### config.mk
export PLATFORM = sky130hd
export DESIGN_NAME = vector_writeback_arbiter
export DESIGN_NICKNAME = d
export VERILOG_FILES = /design/src/rtl/vector_writeback_arbiter.sv
export SDC_FILE = /design/constraint.sdc
export NUM_CORES = 1
export LEC_CHECK = 0
export BUFFER_PORTS_ARGS = -buffer_cell sky130_fd_sc_hd__buf_2
export CAP_MARGIN = 20
export CORE_AREA = 2 2 632 634
export DETAILED_ROUTE_END_ITERATION = 8
export DIE_AREA = 0 0 634 636
export GPL_ROUTABILITY_DRIVEN = 0
export GPL_TIMING_DRIVEN = 0
export PLACE_DENSITY_LB_ADDON = 0.15
export SLEW_MARGIN = 15
export SYNTH_ARGS = -nofsm -noshare
export SYNTH_HDL_FRONTEND = slang
export SYNTH_SLANG_ARGS = --single-unit
export TNS_END_PERCENT = 30
### constraint.sdc
create_clock -name clk -period 1.6 [get_ports clk]
set_input_delay 0.08 -clock clk [delete_from_list [all_inputs] [get_ports clk]]
set_output_delay 0.08 -clock clk [all_outputs]
set_load 0.03 [all_outputs]
### src/rtl/vector_writeback_arbiter.sv
// Vector register file writeback arbiter: round-robin between the execute pipeline
// and load return, with a full register-file clear sequence after reset or on request.
module vector_writeback_arbiter #(
    parameter int REG_IDX_WIDTH = 7,
    parameter int VECTOR_LANES  = 16,
    localparam int VECTOR_BITS  = 32 * VECTOR_LANES
) (
    input  logic                     clk,
    input  logic                     reset,
    input  logic                     req0_valid,
    input  logic [REG_IDX_WIDTH-1:0] req0_reg,
    input  logic [VECTOR_BITS-1:0]   req0_value,
    input  logic [VECTOR_LANES-1:0]  req0_mask,
    output logic                     req0_ready,
    input  logic                     req1_valid,
    input  logic [REG_IDX_WIDTH-1:0] req1_reg,
    input  logic [VECTOR_BITS-1:0]   req1_value,
    input  logic [VECTOR_LANES-1:0]  req1_mask,
    output logic                     req1_ready,
    input  logic                     clear_start,
    output logic                     clear_busy,
    output logic [REG_IDX_WIDTH-1:0] wb_writeback_reg,
    output logic [VECTOR_BITS-1:0]   wb_writeback_value,
    output logic [VECTOR_LANES-1:0]  wb_writeback_mask,
    output logic                     wb_enable_vector_writeback
);

    typedef enum logic {
        ST_CLEAR = 1'b0,
        ST_RUN   = 1'b1
    } state_t;

    localparam logic [REG_IDX_WIDTH-1:0] IDX_LAST = {REG_IDX_WIDTH{1'b1}};
    localparam logic [REG_IDX_WIDTH-1:0] IDX_ONE  = {{(REG_IDX_WIDTH-1){1'b0}}, 1'b1};

    state_t                   state_r;
    logic [REG_IDX_WIDTH-1:0] clear_idx_r;
    logic                     prio_r;
    logic                     grant0_s;
    logic                     grant1_s;

    // Grant selection: a lone requester wins outright, the pointer breaks ties.
    always_comb begin
        grant0_s = 1'b0;
        grant1_s = 1'b0;
        if (state_r == ST_RUN) begin
            if (req0_valid && (!req1_valid || (prio_r == 1'b0))) begin
                grant0_s = 1'b1;
            end else if (req1_valid) begin
                grant1_s = 1'b1;
            end else begin
                grant0_s = 1'b0;
                grant1_s = 1'b0;
            end
        end else begin
            grant0_s = 1'b0;
            grant1_s = 1'b0;
        end
    end

    assign req0_ready = grant0_s;
    assign req1_ready = grant1_s;

    // Controller FSM and registered write port; the enable defaults low every cycle.
    always_ff @(posedge clk or negedge reset) begin
        if (!reset) begin
            state_r                    <= ST_CLEAR;
            clear_idx_r                <= '0;
            prio_r                     <= 1'b0;
            clear_busy                 <= 1'b1;
            wb_writeback_reg           <= '0;
            wb_writeback_value         <= '0;
            wb_writeback_mask          <= '0;
            wb_enable_vector_writeback <= 1'b0;
        end else begin
            wb_enable_vector_writeback <= 1'b0;
            case (state_r)
                ST_CLEAR: begin
                    wb_writeback_reg           <= clear_idx_r;
                    wb_writeback_value         <= '0;
                    wb_writeback_mask          <= '1;
                    wb_enable_vector_writeback <= 1'b1;
                    if (clear_idx_r == IDX_LAST) begin
                        state_r     <= ST_RUN;
                        clear_idx_r <= '0;
                        clear_busy  <= 1'b0;
                    end else begin
                        clear_idx_r <= clear_idx_r + IDX_ONE;
                    end
                end
                ST_RUN: begin
                    if (grant0_s) begin
                        wb_writeback_reg           <= req0_reg;
                        wb_writeback_value         <= req0_value;
                        wb_writeback_mask          <= req0_mask;
                        wb_enable_vector_writeback <= |req0_mask;
                        prio_r                     <= 1'b1;
                    end else if (grant1_s) begin
                        wb_writeback_reg           <= req1_reg;
                        wb_writeback_value         <= req1_value;
                        wb_writeback_mask          <= req1_mask;
                        wb_enable_vector_writeback <= |req1_mask;
                        prio_r                     <= 1'b0;
                    end else begin
                        prio_r <= prio_r;
                    end
                    // The grant taken alongside a clear request still lands first.
                    if (clear_start) begin
                        state_r     <= ST_CLEAR;
                        clear_idx_r <= '0;
                        clear_busy  <= 1'b1;
                    end else begin
                        state_r <= ST_RUN;
                    end
                end
                default: begin
                    state_r     <= ST_CLEAR;
                    clear_idx_r <= '0;
                    clear_busy  <= 1'b1;
                end
            endcase
        end
    end

endmodule

# ---- Yosys cells after proc, flatten, opt, wreduce, memory -nomap -nowiden
# Index checks and enable logic that the tools add are counted.
dict set report totals {
  ff_bits 546
  latchBits 0
  mem_bits_rw 0
  romBits 0
  inputBits 1075
  output_inout_bits 539
  n_memories 0
}
dict set report op_classes {
  n_addsub 1
  mul 0
  div 0
  order_cmp 0
  eq_ne 4
  shift 0
  muxes 28
  n_bitwise 2
  reduce_logical 8
}
# op count
set op_table {}
lappend op_table {{two-way mux 512 bit} 2}
lappend op_table {{one-hot mux 512 bit (2 select lines)} 1}
lappend op_table {{two-way mux 16 bit} 2}
lappend op_table {{one-hot mux 16 bit (2 select lines)} 1}
lappend op_table {{OR reduction 16 bit} 2}
lappend op_table {{two-way mux 7 bit} 4}
lappend op_table {{one-hot mux 7 bit (2 select lines)} 2}
lappend op_table {{two-way mux 1 bit} 13}
lappend op_table {{adder 7 x 1 -> 7 bit (second input constant)} 1}
lappend op_table {{== test 7 bit (second input constant)} 1}
lappend op_table {{one-hot mux 1 bit (2 select lines)} 3}
lappend op_table {{!= test 2 bit (second input constant)} 2}
lappend op_table {{AND reduction 2 bit} 2}
lappend op_table {{!= test 3 bit (second input constant)} 1}
lappend op_table {{NOT 1 bit} 2}
lappend op_table {{nonzero test 2 bit} 1}
lappend op_table {{logical AND 1 bit} 1}
lappend op_table {{zero test 1 bit} 1}
lappend op_table {{logical OR 1 bit} 1}

# ---- Logic depth before layout (Yosys ltp)
dict set report depth {
  ltp_word 8
  ltp_mapped 8
  mapped_depth_nobuf 5
}

# ---- Worst setup path after synthesis
# OpenSTA, ideal clock, no wires.
dict set report synth_timing {
  path_kind {reg2reg}
  startpoint {register state_r}
  endpoint {register wb_enable_vector_writeback}
  setup_ps 69
  t_arrival_ps 1510
  required_ps 1531
  setup_slack_ps 22
  stages_incl_launch_ff 6
  n_path_buf 1
  synth_period_minus_slack_ps 1578
  cell_sequence {dfrtp_1 -> clkbuf_1 -> nand2_1 -> a21oi_1 -> a22oi_1 -> nand2_1}
}
dict set report synth_between {
  elab_chain_len 4
  elab_cells_between_ends 6
  cone_classes {mux: 5; bitwise: 1}
}
# element line_no
set synth_rtl {}
lappend synth_rtl {{from (decl)} 36} ;# state_t state_r;
lappend synth_rtl {{from (signal assigned)} 67} ;# state_r <= ST_CLEAR;
lappend synth_rtl {{from (signal assigned)} 84} ;# state_r <= ST_RUN;
lappend synth_rtl {{from (signal assigned)} 109} ;# state_r <= ST_CLEAR;
lappend synth_rtl {{two-way mux 1 bit} 46} ;# if (state_r == ST_RUN) begin
lappend synth_rtl {{named net req1_ready} 19} ;# output logic req1_ready,
lappend synth_rtl {{two-way mux 1 bit} 98} ;# end else if (grant1_s) begin
lappend synth_rtl {{two-way mux 1 bit} 92} ;# if (grant0_s) begin
lappend synth_rtl {{one-hot mux 1 bit (2 select lines)} 77} ;# case (state_r)
lappend synth_rtl {{to (signal assigned)} 96} ;# wb_enable_vector_writeback <= |req0_mask;
lappend synth_rtl {{to (signal assigned)} 102} ;# wb_enable_vector_writeback <= |req1_mask;
lappend synth_rtl {{to (decl)} 25} ;# output logic wb_enable_vector_writeback
# The timed path passes the listed nets, and every way through them passes these cells.
# A chain may end at the register's enable or synchronous reset.

# ---- Worst setup path after layout
dict set report layout_timing {
  startpoint {register prio_r}
  endpoint {register wb_writeback_value[112]}
}
dict set report layout_between {
  elab_chain_len 7
  elab_cells_between_ends 10
  cone_classes {eq/ne: 1; mux: 6; bitwise: 1; reduce/logical: 2}
}
# element line_no
set layout_rtl {}
lappend layout_rtl {{from (decl)} 38} ;# logic prio_r;
lappend layout_rtl {{from (signal assigned)} 105} ;# prio_r <= prio_r;
lappend layout_rtl {{NOT 1 bit (*)} 47} ;# if (req0_valid && (!req1_valid || (prio_r == 1'b0))) begin
lappend layout_rtl {{logical OR 1 bit (*)} 47}
lappend layout_rtl {{logical AND 1 bit (*)} 47}
lappend layout_rtl {{two-way mux 1 bit} 47}
lappend layout_rtl {{two-way mux 1 bit} 46}
lappend layout_rtl {{two-way mux 512 bit} 92}
lappend layout_rtl {{one-hot mux 512 bit (2 select lines)} 77}
lappend layout_rtl {{to (signal assigned)} 94} ;# wb_writeback_value <= req0_value;
lappend layout_rtl {{to (signal assigned)} 100} ;# wb_writeback_value <= req1_value;
lappend layout_rtl {{to (decl)} 23} ;# output logic [VECTOR_BITS-1:0] wb_writeback_value,
# Every way passes the cells marked *; elsewhere a longest branch is shown, timed or not.

==> impl.org <==
** Run status
- Status :: finished, violations left
- The checks that failed: hold timing, setup timing.

** Layout
- The net count of the finished layout is around 6400.
- The register with the most flip-flops in the final layout is wb_writeback_value.
- Layout cells sized above 1 :: 43.6%
- With fillers left out, the area of the finished cells amounts to ~60000 sq um.
- Biggest regs :: wb_writeback_value: 512 flops, wb_writeback_mask: 16 flops
- Relative area change from synthesis to final layout :: 141%
- Flip-flop count of the largest register after layout :: slightly above 500

** Setup path
- The cell that appears most often on the critical path is buf_16.
- The largest single stage delay on the critical path is ~380 ps.
- The worst setup path is of the flop to flop kind.
- Setup slack on the worst reg-to-reg path comes out at -460 ps.
- Critical Path Source Type :: flop
- Required arrival time at the worst endpoint :: 2240 ps
- Critical path capture point type :: flop
- Ordered list of cells on the worst path :: nand2_2 -> and2_4 -> buf_16 -> buf_12 -> buf_16 -> clkbuf_4 -> mux2i_2 -> o21ai_1
- In this run the worst path has a maximum fanout of 10.
- Data on the critical path arrives at its endpoint at between 2000 and 3000 ps.
- The largest individual stage delay along the critical path comes from the cell dfrtp_1.

** Synth
- Number of standard cells after synthesis :: ~2400
- Of the post-synthesis cell area, the dominant cell type holds about 55%.
- Counting flops with an async set or reset pin after synthesis yields a share of 100%.
- The synthesized design contains 0 enable-type register cells.
- In the post-synthesis netlist, the biggest area contributors are dfrtp_1 (55%), mux2i_1 (21%), o21ai_1 (10%).
- For this run, the register share of the synthesized area comes to a little over half.
- The Yosys step of the flow raised 0 warnings.
- Top-count cell post-synth :: nand2_1
- Count of state elements after synthesis :: roughly 550
- Most instantiated flip-flop cell in the synthesis netlist :: dfrtp_1
- When the netlist entered floorplanning its net count stood at ~3500.
- After synthesis, the most frequently instantiated cells are nand2_1 (564), dfrtp_1 (545), mux2i_1 (517), o21ai_1 (517), clkbuf_1 (91).
- Syn Std Cell Area :: 24900 sq um
- In this run the mean area of a mapped cell was just over 10 sq um.
- The largest total area in the synthesized netlist belongs to dfrtp_1.
- After synthesis, the netlist uses 28 different library cells.

** Floorplanning
- The total area inside the core boundary comes to 397000 sq um.
- Die width :: around 630 microns
- The die covers 403000 sq um.
- The floorplan has ~230 rows.
- Effective utilization at floorplan :: around 6.3%
- Height of the chip :: approximately 640 microns
- between 1500 and 2000 I/O pins were placed.

** Timing
- Setup violators final :: around 570
- In this run the tightest slew margin relative to its limit is approximately 51%.
- Final critical delay including setup and external delays :: 2060 ps
- Derived from the worst setup path, the maximum achievable clock frequency is 0.486 GHz.
- RSZ-0062 raised after global routing :: yes
- The final number of max-transition violations came to 0.
- Clock Skews :: between 50 and 60 ps
- Final worst-path cycle share :: 128%
- Final hold vios :: around 220
- Hold timing on the final database bottoms out at a slack of -702 ps.
- Transition time of the tightest slew-check pin :: 734 ps
- After layout, the worst setup slack is -456 ps.

** Placement
- Detailed placement ended at an HPWL of 228000 microns.
- Once placement finished, the instance area stood at 40000 sq um.
- Timing analysis after detailed placement gives a worst setup slack of -2340 ps.
- Buffers placed on the I/O ports in this run total between 1500 and 2000.

** Clock tree
- CTS buffer count :: between 80 and 90
- Max clock buf depth :: 4
- The clock drives about 550 sinks.
- After clock tree synthesis, the clock-pin slew on the worst setup and hold paths is 60 ps.
- In this run the number of H-tree levels came out at 3.
- Count of hold-fix buffers inserted at cts :: between 1000 and 1500
- The later pin in the worst-skew pair is clocked with a latency of ~800 ps.
- Clock root buffer :: clkbuf_16
- TritonCTS built the clock tree.

** Pwr
- Part of the power in registers :: a little over a quarter
- Power spread over the standard cell area amounts to between 900 and 1000 nW/um^2.
- In this run, the clock network consumes around two fifths of the power.
- Net switching is about 34% of the power.
- The analysis attributes to cell leakage a power of between 20 and 30 nW.
- Switching pwr :: roughly 18 mW
- Cell internal power was estimated by the tool at between 30 and 40 mW.
- The worst-case IR drop observed on VDD is a little under 0.0006 V.
- Part of the power in combinational logic :: 34.5%

** Run
- Number of maximum-capacitance violations :: 0

** Detailed routing
- Sum of routed wire length over all layers :: around 270000 microns
- For this run, design rule violations remaining after detail routing come to 0.
- For this block, the via count after detailed routing is 31100.
- After detailed routing, the average wire length per cell comes to about 26 microns.
- The detail route stage leaves a number of antenna-violating nets equal to 0.
- After detailed routing, the number of vias per cell comes to 2.91.
- The first detailed-routing pass ran for 5 iterations.
- The detailed router finished its first iteration with approximately 1200 violations.

** Min path
- Hold/Removal Path Class :: primary input to asynchronous set/reset pin

** Global routing
- The number of global-route vias before repair is between 30000 and 40000.
- Wire length of the first global-routing pass :: roughly 340000 microns
- GR Overflow Total :: 0
- Across every metal layer, demand over resource in global routing totals between 10% and 20%.
- Entering global routing, the biggest net connects a little under 90 pins.
- Antenna violations before repair :: 38
-- layer usage --
metal	vias up	wire, microns	track usage [%]
met5	-	59	0
met4	10	9780	3.88
met3	298	21200	4.20
met2	1124	144000	24.6
met1	15400	99400	13.7
li1	14300	-	-
-- worst max-delay path, delay by kind of cell (launching register included) --
| kind | cells | cell delay, ps |
|---|---|---|
| buf+inv | 4 | 800 |
| flops | 1 | 380 |
| simple gates | 2 | 230 |
| compound gates | 1 | 100 |
| mux | 1 | 370 |
-- kinds of logic after synthesis --
group,after synthesis,synth area share (%)
buf+inv,186,3.31
compound gates,542,11.0
xor+xnor,4,0.141
simple gates,621,9.78
fa+ha+maj,1,0.0503
mux,517,20.8
flops,546,54.9
-- cells in the final DEF (no fill, tap or decap), drive strengths merged --
cell type	instances
a21o	1
a21oi	6
a22oi	1
a31oi	7
and2	2
and3	4
buf	1818
bufinv	8
clkbuf	224
clkinv	12
clkinvlp	5
dfrtp	545
dfstp	1
diode	22
dlygate4sd3	1086
ha	1
inv	7
mux2i	517
nand2	564
nand3	14
nand4	15
nor2	9
nor2b	5
nor4	8
o21ai	518
o22ai	8
o31a	1
xnor2	2
xor2	2
-- cell type report --
class	instances	area, sq um
Antenna cell	22	55.1
Inverter	3	11.3
Timing Repair Buffer	2821	21000
Fill cell	44700	337000
Clock inverter	29	399
Clock buffer	130	2630
Multi-Input combinational cell	1685	13800
Tap cell	5265	6590
Buffer	177	1730
Sequential cell	546	13700
-- final timing paths --
| check | startpoint | to | cells past startpoint |
|---|---|---|---|
| worst max-delay path | prio_r | wb_writeback_value[112] | 8 |
| worst min-delay path | reset | wb_writeback_mask[13] | 1 |
| max in group asynchronous | reset | wb_writeback_value[410] | 4 |
| worst max register to register | prio_r | wb_writeback_value[112] | 8 |
| worst min register to register | wb_writeback_value[429] | wb_writeback_value[429] | 2 |
| min in group clk | req1_valid | wb_writeback_mask[1] | 3 |
-- per-stage QoR --
stage	instances	setup TNS, ps	power (mW)	util [%]	hold WS (ps)
after detailed placement	9312	-787020	26.9	10.1	97.8
after CTS	10600	-221280	55.4	14.8	-796
final	10700	-144310	54.2	15.1	-702
after global placement	9294	-8126300	26.6	9.96	342
after floorplan	2417	0	19.6	-	-216
after global routing	10700	-213660	56.9	15.1	-743
-- timing repair --
action                                 4_1_cts  5_1_grt
endpoints found under the hold margin      768      225
gates cloned                                19        3
pin swaps                                    5        7
setup endpoints to repair                  765      724
setup buffers                               75       17
gates resized for setup                    767      217
-- power by group through the flow --
stage          clock network, mW  logic, mW  registers, mW
2_1_floorplan                  0       3.76           15.8
3_3_place_gp                   0       11.6           15.0
3_5_place_dp                   0       11.9           15.0
4_1_cts                     21.8       18.8           14.8
5_1_grt                     22.3       19.8           14.9
6_report                    20.7       18.7           14.8
Note: power is estimated with default switching activity, not from simulation.
